`config.mk`:
```
export PLATFORM = sky130hd
export DESIGN_NAME = ll_fifo_scheduler
export DESIGN_NICKNAME = d
export VERILOG_FILES = /design/src/rtl/ll_sched_pkg.sv /design/src/rtl/ll_fifo_scheduler_rr_arbiter.sv /design/src/rtl/ll_fifo_scheduler.sv
export SDC_FILE = /design/constraint.sdc
export NUM_CORES = 1
export LEC_CHECK = 0
export CAP_MARGIN = 15
export CORE_MARGIN = 3
export CORE_UTILIZATION = 36
export DETAILED_ROUTE_END_ITERATION = 6
export PLACE_DENSITY_LB_ADDON = 0.3
export SLEW_MARGIN = 0
export SYNTH_ARGS = -nofsm -noshare
export SYNTH_HDL_FRONTEND = slang
export SYNTH_SLANG_ARGS = --single-unit
```
`constraint.sdc`:
```
create_clock -name clk -period 3.4 [get_ports clk]
set_input_delay 1.02 -clock clk [delete_from_list [all_inputs] [get_ports clk]]
set_output_delay 1.02 -clock clk [all_outputs]
set_load 0.01 [all_outputs]
```
`src/rtl/ll_sched_pkg.sv`:
```
// Shared types and the round-robin pick helper for ll_fifo_scheduler.
package ll_sched_pkg;

   localparam int LL_WIDTH     = 8;
   localparam int LL_DEPTH     = 4;
   localparam int LL_NUM_FIFOS = 2;
   localparam int LL_SEL_WIDTH = $clog2(LL_NUM_FIFOS);
   localparam int LL_CNT_WIDTH = $clog2(LL_DEPTH + 1);

   typedef logic [LL_SEL_WIDTH-1:0] sel_t;
   typedef logic [LL_CNT_WIDTH-1:0] cnt_t;

   // Requesters beyond the real count are tied low, so wrapping at the
   // power-of-2 span gives the same order as wrapping at NUM_FIFOS.
   localparam int RR_MAX_REQ = 16;
   localparam int RR_IDX_W   = 4;

   typedef struct packed {
      logic                found;
      logic [RR_IDX_W-1:0] index;
   } rr_pick_t;

   function automatic rr_pick_t rr_pick(input logic [RR_MAX_REQ-1:0] req,
                                        input logic [RR_IDX_W-1:0]   ptr);
      rr_pick_t            res;
      logic [RR_IDX_W-1:0] idx;
      res = '0;
      for (int k = 0; k < RR_MAX_REQ; k++) begin
         idx = ptr + RR_IDX_W'(k);
         if (!res.found && req[idx]) begin
            res.found = 1'b1;
            res.index = idx;
         end
      end
      return res;
   endfunction

endpackage

```
`src/rtl/ll_fifo_scheduler_rr_arbiter.sv`:
```
// Round-robin arbiter: first requester at or after ptr, wrapping; one-hot grant.
module ll_rr_arbiter
   import ll_sched_pkg::*;
#(
   parameter int N    = 2,
   parameter int SELW = $clog2(N)
) (
   input  logic [N-1:0]    req,
   input  logic [SELW-1:0] ptr,
   output logic [N-1:0]    grant,
   output logic [SELW-1:0] index
);

   logic [RR_MAX_REQ-1:0] req_ext;
   logic [RR_IDX_W-1:0]   ptr_ext;
   logic [RR_IDX_W-1:0]   unused_pick_idx;
   rr_pick_t              pick;

   always_comb begin
      req_ext          = '0;
      req_ext[N-1:0]   = req;
      ptr_ext          = '0;
      ptr_ext[SELW-1:0] = ptr;
      pick             = rr_pick(req_ext, ptr_ext);
      unused_pick_idx  = pick.index;
      index            = pick.index[SELW-1:0];
      grant            = '0;
      if (pick.found) grant[index] = 1'b1;
   end

endmodule

```
`src/rtl/ll_fifo_scheduler.sv`:
```
// Shares one linked_list_fifo among NUM_FIFOS queues: RR push arbitration,
// RR pop scheduling into a registered output stage, per-queue occupancy.
// LL_SCHED_RESERVE_EN: keep one free entry reserved for every idle queue.
module ll_fifo_scheduler
   import ll_sched_pkg::*;
#(
   parameter int WIDTH     = 8,
   parameter int DEPTH     = 4,
   parameter int NUM_FIFOS = 2,
   parameter int SEL_WIDTH = $clog2(NUM_FIFOS),
   parameter int CNT_WIDTH = $clog2(DEPTH + 1)
) (
   input  logic                           clk,
   input  logic                           rst,
   input  logic [NUM_FIFOS-1:0]           in_valid,
   input  logic [NUM_FIFOS*WIDTH-1:0]     in_data,
   output logic [NUM_FIFOS-1:0]           in_ready,
   output logic                           out_valid,
   output logic [SEL_WIDTH-1:0]           out_sel,
   output logic [WIDTH-1:0]               out_data,
   input  logic [NUM_FIFOS-1:0]           out_ready,
   output logic                           ll_push,
   output logic                           ll_pop,
   output logic [SEL_WIDTH-1:0]           ll_push_sel,
   output logic [SEL_WIDTH-1:0]           ll_pop_sel,
   output logic [WIDTH-1:0]               ll_data_in,
   input  logic                           ll_full,
   input  logic [NUM_FIFOS-1:0]           ll_empty,
   input  logic [WIDTH-1:0]               ll_data_out,
   output logic [NUM_FIFOS*CNT_WIDTH-1:0] count
);

   logic [SEL_WIDTH-1:0] push_ptr, pop_ptr, push_idx, pop_idx;
   logic [NUM_FIFOS-1:0] push_ok, push_req, push_grant, pop_req, pop_grant;
   logic [CNT_WIDTH-1:0] cnt_q [NUM_FIFOS];
   logic                 out_free;
   int                   count_total;

   function automatic logic [SEL_WIDTH-1:0] ptr_next(input logic [SEL_WIDTH-1:0] p);
      return (p == SEL_WIDTH'(NUM_FIFOS - 1)) ? '0 : p + 1'b1;
   endfunction

   always_comb begin
      count_total = 0;
      for (int i = 0; i < NUM_FIFOS; i++) count_total += int'(cnt_q[i]);
   end

`ifdef LL_SCHED_RESERVE_EN
   // Free space must exceed the entries owed to the other idle queues.
   always_comb begin
      int n_idle;
      int owed;
      push_ok = '0;
      n_idle  = 0;
      owed    = 0;
      for (int i = 0; i < NUM_FIFOS; i++)
         if (cnt_q[i] == '0) n_idle++;
      for (int i = 0; i < NUM_FIFOS; i++) begin
         owed       = n_idle - ((cnt_q[i] == '0) ? 1 : 0);
         push_ok[i] = !ll_full && ((DEPTH - count_total) > owed);
      end
   end
`else
   always_comb push_ok = {NUM_FIFOS{!ll_full}};
`endif

   assign push_req = in_valid & push_ok & {NUM_FIFOS{!rst}};
   assign out_free = !out_valid || out_ready[out_sel];
   assign pop_req  = ~ll_empty & {NUM_FIFOS{out_free && !rst}};

   ll_rr_arbiter #(.N(NUM_FIFOS), .SELW(SEL_WIDTH)) u_push_arb (
      .req   (push_req),
      .ptr   (push_ptr),
      .grant (push_grant),
      .index (push_idx)
   );

   ll_rr_arbiter #(.N(NUM_FIFOS), .SELW(SEL_WIDTH)) u_pop_arb (
      .req   (pop_req),
      .ptr   (pop_ptr),
      .grant (pop_grant),
      .index (pop_idx)
   );

   assign in_ready    = push_grant;
   assign ll_push     = |push_grant;
   assign ll_push_sel = push_idx;
   assign ll_data_in  = in_data[int'(push_idx)*WIDTH +: WIDTH];
   assign ll_pop      = |pop_grant;
   assign ll_pop_sel  = pop_idx;

   always_ff @(posedge clk) begin
      if (rst) begin
         push_ptr  <= '0;
         pop_ptr   <= '0;
         out_valid <= 1'b0;
         out_sel   <= '0;
         out_data  <= '0;
         for (int i = 0; i < NUM_FIFOS; i++) cnt_q[i] <= '0;
      end else begin
         if (ll_push) push_ptr <= ptr_next(push_idx);
         if (ll_pop) begin
            pop_ptr   <= ptr_next(pop_idx);
            out_valid <= 1'b1;
            out_sel   <= pop_idx;
            out_data  <= ll_data_out;
         end else if (out_valid && out_ready[out_sel]) begin
            out_valid <= 1'b0;
         end
         for (int i = 0; i < NUM_FIFOS; i++) begin
            case ({push_grant[i], pop_grant[i]})
               2'b10:   cnt_q[i] <= cnt_q[i] + 1'b1;
               2'b01:   cnt_q[i] <= cnt_q[i] - 1'b1;
               default: ;
            endcase
         end
      end
   end

   for (genvar g = 0; g < NUM_FIFOS; g++) begin : g_cnt
      assign count[g*CNT_WIDTH +: CNT_WIDTH] = cnt_q[g];

      a_cnt_over : assert property (@(posedge clk) disable iff (rst)
         (push_grant[g] && !pop_grant[g]) |-> (cnt_q[g] != CNT_WIDTH'(DEPTH)));
      a_cnt_under : assert property (@(posedge clk) disable iff (rst)
         (pop_grant[g] && !push_grant[g]) |-> (cnt_q[g] != '0));
   end

   a_pop_empty : assert property (@(posedge clk) disable iff (rst)
      ll_pop |-> !ll_empty[ll_pop_sel]);
   a_push_full : assert property (@(posedge clk) disable iff (rst)
      ll_push |-> !ll_full);
   a_ready_1h0 : assert property (@(posedge clk) disable iff (rst)
      $onehot0(in_ready));
   a_total : assert property (@(posedge clk) disable iff (rst)
      count_total <= DEPTH);

endmodule

```
==> impl.org, run 1 <==
** Outcome
- The run finished with clean final reports.

** Logic synthesis
- Number of flops mapped to enable cells by yosys :: 6
- Gate Count Post-Synth :: 126
- The number of nets handed over by synthesis was ~160.
- The synthesized design spends more area on one cell type than any other, namely sky130_fd_sc_hd__dfxtp_1.
- Post-synthesis cell area :: just over 0.001 mm²
- Sequential cell area fraction in the yosys report :: 40.53%
- In the synthesized netlist the dominant register cell turns out to be sky130_fd_sc_hd__dfxtp_1.
- During synthesis, Yosys emitted a total of 0 warnings.
- Among all cell types in the netlist, the one instantiated most often is sky130_fd_sc_hd__nand2_1.
- Library cells used by synthesis :: 34
- Synth Area per Inst :: 8.232 µm²
- Synth area leaders :: sky130_fd_sc_hd__dfxtp_1 23%, sky130_fd_sc_hd__edfxtp_1 17%, sky130_fd_sc_hd__nand2_1 11%, sky130_fd_sc_hd__mux2i_1 8.7%, sky130_fd_sc_hd__nor2_1 6.2%
- The synthesized design contains 18 register bits.
- The commonest cells after synthesis are 30 x sky130_fd_sc_hd__nand2_1, 17 x sky130_fd_sc_hd__nor2_1, 12 x sky130_fd_sc_hd__dfxtp_1, 12 x sky130_fd_sc_hd__inv_1, 9 x sky130_fd_sc_hd__mux2i_1.
- Summed over its instances, the top area cell type makes up 23.16% of the synthesized netlist area.
- Counting flops with an async set or reset pin after synthesis yields a share of 0%.

** Power
- VDD sags by at most 273.6 µV.
- Summed over all cells, the static leakage comes to 0.9145 nW.
- Power per cell area :: between 300 and 400 mW/mm²

** Detailed routing
- Final routed DRC violation total :: 0
- The first TritonRoute pass finished after 4 iterations.
- The final route contains 1166 vias.
- First-iteration detailed-routing DRC count :: 48
- The detail route stage leaves a number of antenna-violating nets equal to 0.
- Drt total wl :: 3002 µm
- Mean routed wirelength per cell :: 12.77 µm
- Via density per instance :: 4.962

** Placed design
- Once placement completed, the tool counted placed cells totaling 230.
- Number of buffers inserted by port buffering :: 62
- Once detailed placement completed, the half-perimeter wirelength came to 2350 µm.
- Post-place instance area :: 0.001792 mm²
- Routability-driven placement finished with a final weighted congestion of around 0.80.

** Final layout
- Share of post-route cells with drive strength above 1 :: 14.15%
- Final design area excluding fillers :: 0.001866 mm²
- Antenna diodes :: 0
- For this run, the post-layout net count is 242.
- Signed area change from the synthesized netlist to the final layout :: 79.86%
- After the flow finishes, the layout carries non-filler instances totaling 235.

** Floorplan
- Number of ports placed on the die boundary :: 63
- Chip Width :: ~60 µm
- The total area inside the core boundary comes to 0.002613 mm².
- The floorplan has 18 rows.
- Die boundary height :: 59.68 µm
- Area of the die :: 0.003561 mm²
- Initial cell density of the core :: 39.70%

** Worst setup path
- CP Capture Type :: primary output
- Endpoint of the worst register-to-register path :: cnt_q[0][2]
- STA classifies the critical path startpoint as an input port.
- Of all nets on the critical path, the largest fanout is 3.
- Counting cells, the worst reg-to-reg path comes to 9.
- STA puts the critical path data arrival time at about 2.3 ns.
- The critical path is of the input port to primary output type.
- STA puts the critical path data required time at 2.38 ns.
- In this run the register-to-register setup slack is roughly 1.2 ns.
- Reg-to-reg startpoint :: out_sel

** Clock network
- After clock tree synthesis, the clock-pin slew on the worst setup and hold paths is 0.10 ns.
- Clock latency on the worst-skew pair, taken at its later pin, is 0.29 ns.
- Number of buffers created by CTS :: 3
- Hold-fix buffers at CTS :: 0
- CTS H-tree lvls :: 1
- TritonCTS built the clock tree.
- Number of clock sinks :: 18
- # Post-CTS Setup Buffers :: 0
- The cell sitting at the root of the clock tree is a sky130_fd_sc_hd__clkbuf_4.
- Maximum buffer depth of the clock tree :: 2

** STA
- Setup violations remaining at the end of the flow were counted as 0.
- RSZ-0062 raised after global routing :: false
- In this run the tightest slew margin relative to its limit is 76.59%.
- Count of final hold-check violations :: 0
- At the pin with the least slew margin, the transition time is 0.3479 ns.
- In the final timing run, aggregate negative setup slack is 0 ns.
- On the final layout, the worst hold slack is 0.5053 ns.
- Dividing the final minimum period by the clock period gives 96.67%.
- Min Clock Period, post-route :: 3.287 ns
- Maximum clock skew at final layout :: 0.005428 ns
- Top achievable clock speed :: just over 300 MHz
- Number of pins exceeding their max-slew limit in the final report :: 0

** Worst hold path
- The min-delay analysis places its worst path in the category register to register.
- Worst hold path endpoint :: out_data[5]
- Worst hold path stage count :: 2
- The startpoint identified for the worst hold timing path is out_data[5].

** Global routing
- Global routing used 17.09% of the available tracks across all layers.
- The total overflow left after global routing is 0.
- Initial antenna violation count :: 0
- The first global-routing pass estimated 4636 µm of wire.
- The number of global-route vias before repair was 1094.
- Entering global routing, the biggest net connects 16 pins.

** Job
- Across the run, the number of max-cap violations was 0.
[metrics by stage]
| stage | power [mW] | utilization [%] | setup WS (ns) |
|---|---|---|---|
| 3_3_place_gp | 0.4950 | 68.58 | -0.2087 |
| 6_report | 0.6044 | 71.41 | 0.1134 |
| 3_5_place_dp | 0.5012 | 68.58 | -0.2740 |
| 4_1_cts | 0.6108 | 69.40 | -0.1630 |
| 5_1_grt | 0.6431 | 71.41 | 0.03383 |
| 2_1_floorplan | 0.3710 | - | 0.5555 |
[area by class of cell]
| cell class | instances | area, µm² |
|---|---|---|
| Sequential cell | 18 | 420.4 |
| Clock buffer | 3 | 22.52 |
| Tap cell | 30 | 37.54 |
| Timing Repair inverter | 1 | 7.507 |
| Multi-Input combinational cell | 91 | 555.5 |
| Fill cell | 202 | 747.0 |
| Inverter | 12 | 47.55 |
| Timing Repair Buffer | 79 | 770.7 |
| Clock inverter | 1 | 3.754 |
[report_power, final]
| part | leakage (nW) | total, mW | switching, mW | internal (mW) |
|---|---|---|---|---|
| clock | 0.0154 | 0.110 | 0.0668 | 0.0427 |
| sequential | 0.162 | 0.267 | 0.0160 | 0.251 |
| combinational | 0.738 | 0.228 | 0.0954 | 0.132 |
| total | 0.914 | 0.604 | 0.178 | 0.426 |
[flip-flops by register name (all words and copies together) (netlist names)]
name       flops
out_valid      1
pop_ptr        1
out_sel        1
cnt_q          6
out_data       8
push_ptr       1
[metal layers]
| layer | up-vias | GRT usage, % | wire length, µm |
|---|---|---|---|
| met5 | - | 0 | 0 |
| met4 | 0 | 7.595 | 75 |
| met3 | 8 | 4.320 | 200 |
| met2 | 45 | 28.70 | 1522 |
| met1 | 526 | 20.37 | 1203 |
| li1 | 587 | - | - |
[worst max-delay path, cell delays in order]
cell and delay (ns):
sky130_fd_sc_hd__clkdlybuf4s50_1 0.45, sky130_fd_sc_hd__mux2i_1 0.08, sky130_fd_sc_hd__a21o_1 0.24, sky130_fd_sc_hd__nor3_4 0.18
sky130_fd_sc_hd__dlygate4sd2_1 0.30
[logic make-up (layout without fill, tap and decap cells)]
family                     count (synthesis)  count (layout)  synth area share, %
AOI/OAI and AO/OA                         17              17                11.22
xor gates and xnor gates                   1               1               0.8445
adders and majority gates                  3               3                4.342
buffers and inverters                     17              96                7.358
DFF                                       18              18                40.53
muxes                                      9               9                8.686
and+or+nand+nor                           61              61                27.02
[cells in the final DEF (no fill, tap or decap), types with 6 or more instances in the layout]
master,Yosys,layout
sky130_fd_sc_hd__clkdlybuf4s50_1,0,47
sky130_fd_sc_hd__nand2_1,30,30
sky130_fd_sc_hd__nor2_1,17,16
sky130_fd_sc_hd__buf_4,1,16
sky130_fd_sc_hd__dfxtp_1,12,12
sky130_fd_sc_hd__inv_1,12,11
sky130_fd_sc_hd__mux2i_1,9,9
sky130_fd_sc_hd__dlymetal6s2s_1,0,9
sky130_fd_sc_hd__a21oi_1,7,7
sky130_fd_sc_hd__edfxtp_1,6,6
sky130_fd_sc_hd__dlygate4sd2_1,0,6
[worst max-delay path by stage]
| stage | startpoint | to | slack [ns] | depth (start not counted) |
|---|---|---|---|---|
| 2_1_floorplan | rst | ll_data_in[0] | 0.56 | 7 |
| 3_3_place_gp | rst | ll_data_in[6] | -0.21 | 7 |
| 3_5_place_dp | rst | ll_data_in[5] | -0.27 | 7 |
| 4_1_cts | rst | ll_data_in[0] | -0.16 | 7 |
| 5_1_grt | out_ready[0] | ll_pop | 0.03 | 5 |
| 6_report | out_ready[1] | ll_pop_sel | 0.11 | 5 |
[what timing repair did]
action                                  CTS  global route
resized for setup                         8            14
gates cloned                              0             1
pin swaps                                 0             1
endpoints found under the setup margin   14             8
Note: power is estimated with default switching activity, not from simulation.
==> run 2, diff against run 1 <==
Settings changed: CORE_MARGIN 3 to 1.5.
==> run 2 against run 1 <==
Hold slack better by 0.0011 ns. Register-to-register slack better by 0.03 ns. Total power is 4.5% higher. Count of clock-buffer cells in the layout is 1 higher. Design area hardly changed. Non-clock buffer count is 3 higher. Critical path type unchanged. Largest cell class unchanged. Largest power group unchanged.
==> impl.org, run 2 (synthesis gave the netlist of run 1 again) <==
** Outcome
- The run finished with clean final reports.

** Worst setup path
- STA classifies the critical path endpoint as a primary output.
- Of all nets on the critical path, the largest fanout is 9.
- Kind of cell adding the most delay to the critical path :: buffers and inverters
- On the worst path, the slowest cell contributes a delay of 0.48 ns.
- By startpoint and endpoint, the worst setup path is classified as input port to primary output.
- Tracing the worst setup path back leads to its startpoint at in_valid[0].
- Reg-to-reg startpoint :: out_sel
- Arrival time at the worst endpoint :: between 2 and 2.5 ns
- Standard cell with the maximum stage delay on the critical path :: sky130_fd_sc_hd__clkdlybuf4s50_1
- STA classifies the critical path startpoint as an input port.
- Chain of cells forming the critical path :: clkdlybuf4s50_1 > nand2b_1 > nand3_4 > buf_6 > buf_4 > nand2_1 > nand2_1 > clkdlybuf4s15_2
- The cell that appears most often on the critical path is sky130_fd_sc_hd__nand2_1.
- Together, buffers and inverters on the worst path number 4.
- Data on the critical path is required at its endpoint by 2.38 ns.

** STA
- Measured against its own limit, the worst slew margin works out to 72.60%.
- For the pin with the worst max-slew slack, the measured transition is 0.4072 ns.
- Setup tns final :: 0 ns
- Count of final hold-check violations :: 0
- Number of pins exceeding their max-slew limit in the final report :: 0
- RSZ-0062 raised after global routing :: false
- Top achievable clock speed :: 298.0 MHz
- Min Clock Period, post-route :: 3.355 ns
- The worst path uses 98.68% of the clock period.
- Maximum clock skew at final layout :: ~0.0015 ns
- Worst path setup slack after routing :: 0.04479 ns
- Final Setup Violations :: 0

** Power
- Cell leakage power :: ~0.87 nW
- Dividing total power by cell area gives a power density of 338.5 mW/mm².
- Overall power consumption :: 0.6319 mW
- IR analysis of the VDD net gives a maximum drop of approximately 330 µV.

** Global routing
- Total grt overflow :: 0
- Global routing consumed, over all layers together, between 20% and 30% of the routing resources.
- Pin count of the biggest net entering global routing :: 16
- The number of global-route vias before repair came to 1189.
- The first global-routing pass estimated 5168 µm of wire.
- The number of antenna violations at the first check in global routing was 0.

** Final layout
- Share of post-route cells with drive strength above 1 :: between 10% and 20%
- At the end of the flow, the number of nets in the layout was between 200 and 250.
- The register with the most flip-flops in the layout has 8 of them.
- The library cell used most frequently in the layout, excluding fill and tap cells, is sky130_fd_sc_hd__clkdlybuf4s50_1.
- The register with the most flip-flops in the final layout is out_data.
- Antenna diodes :: 0
- The top cell types in the final layout, fill and taps aside, are 46 x sky130_fd_sc_hd__clkdlybuf4s50_1, 30 x sky130_fd_sc_hd__nand2_1, 19 x sky130_fd_sc_hd__buf_4.
- After filler insertion, the fill cell instance count of the layout stands at 233.
- The largest registers in the layout are out_data x8, cnt_q x6.
- Relative to the synthesized area, the layout overhead comes to 79.98%.

** Floorplan
- Chip Width :: 56.68 µm
- During I/O placement, the number of pins put on the boundary was 63.
- For this configuration, the core starts out at a cell density of between 30% and 40%.
- The floorplan has 19 rows.
- Area of the die :: 0.003212 mm²
- Die boundary height :: ~57 µm
- Area of the placeable core :: 0.002734 mm²

** Detailed routing
- Dividing the detail-routed via count by the number of cells gives 4.921.
- Remaining antenna violation count after routing :: 0
- For this block, the routed nets add up to 3122 µm of wire.
- Number of vias after detailed routing :: 1176
- Dividing the detail-routed wire length by the instance count gives 13.06 µm.
- Final routed DRC violation total :: 0
- After the first detailed-routing iteration, the DRC count stood at 25.
- Number of iterations in the first detailed-routing pass :: 4

** Placed design
- Estimated wirelength of the detail-placed design :: about 2400 µm
- At the placement stage, the worst setup path has a slack of -0.2837 ns.
- Number of buffers inserted by port buffering :: 62
- The congestion estimate from routability-driven global placement came to around 0.76.

** Clock network
- The number of clock buffers added by TritonCTS is 3.
- Maximum buffer depth of the clock tree :: 2
- The tree is rooted in a sky130_fd_sc_hd__clkbuf_4.
- The tree built by TritonCTS fans out to 18 sinks.
- Clock-pin slew was measured on the worst setup and hold paths at 0.11 ns.
- In this run, post-CTS hold repair placed 0 buffers.
- In this run the number of H-tree levels came out at 1.
- Clk Latency, worst-skew pair :: 0.30 ns
- TritonCTS clock tree :: done

** Worst hold path
- Startpoint of the worst hold path :: push_ptr
- Tightest Hold Check Type :: register to register

** Job
- Across the run, the number of max-cap violations was 0.
==> run 2: cell types whose count changed in the layout (fill, tap and decap cells not counted), sizes merged <==
cell	change
dlymetal6s2s	-8
clkdlybuf4s15	+1
dlygate4sd2	+7
clkdlybuf4s50	-1
clkinv	-1
buf	+4
clkbuf	+1
==> run 2: final timing paths <==
check | end | slack (ns) | cells past startpoint
setup / recovery | ll_data_in[7] | 0.04 | 8
hold / removal | push_ptr | 0.51 | 1
setup reg to reg | cnt_q[0][2] | 1.18 | 9
hold reg to reg | push_ptr | 0.51 | 1
==> run 2: area by class of cell <==
cell class | instances | area (µm²) | share of cell area [%]
tap | 31 | 38.79 | 2.078
clock buffer | 4 | 36.28 | 1.944
inverter | 12 | 47.55 | 2.547
multi-input combinational | 91 | 559.3 | 29.96
sequential | 18 | 420.4 | 22.52
timing repair buffer | 82 | 757.0 | 40.55
timing repair inverter | 1 | 7.507 | 0.4021
==> run 2: through the flow <==
stage | instance area (µm²) | hold slack, ns | utilization (%) | std cells
after floorplan | 1037 | 0.4593 | - | 126
after global placement | 1793 | 0.4731 | 65.58 | 231
after detailed placement | 1793 | 0.4925 | 65.58 | 231
after CTS | 1856 | 0.5114 | 67.87 | 239
after global routing | 1867 | 0.5406 | 68.28 | 239
final | 1867 | 0.5063 | 68.28 | 239
==> run 2: layer usage <==
metal	part of all wire (%)	wire, µm	vias to the layer above	GRT usage (%)
met3	5.9	184	8	3.917
met4	2.4	76	0	9.864
met5	0	0	-	0
li1	-	-	587	-
met2	50	1560	44	34.22
met1	42	1301	537	25.25
==> run 2: repair_timing <==
action	4_1_cts	5_1_grt
resized for setup	25	3
setup endpoints to repair	14	9
pin swaps	1	0
buffers inserted	3	0
cloned	1	0
==> run 2: worst reg2reg max path: stages, from the launching register on <==
cell and delay (ns):
sky130_fd_sc_hd__dfxtp_1 0.39, sky130_fd_sc_hd__mux2i_1 0.11, sky130_fd_sc_hd__a21o_1 0.25, sky130_fd_sc_hd__buf_4 0.16, sky130_fd_sc_hd__nor3_2 0.17, sky130_fd_sc_hd__nand2_1 0.13
sky130_fd_sc_hd__fa_1 0.38, sky130_fd_sc_hd__xor2_1 0.16, sky130_fd_sc_hd__nor3_1 0.17, sky130_fd_sc_hd__a21oi_1 0.06
==> run 2: power breakdown <==
part | leakage [nW] | total [mW] | switching [mW] | internal, mW
Sequential | 0.162 | 0.267 | 0.0161 | 0.251
Clock | 0.0210 | 0.136 | 0.0710 | 0.0653
Combinational | 0.685 | 0.228 | 0.0974 | 0.131
Total | 0.867 | 0.632 | 0.184 | 0.447
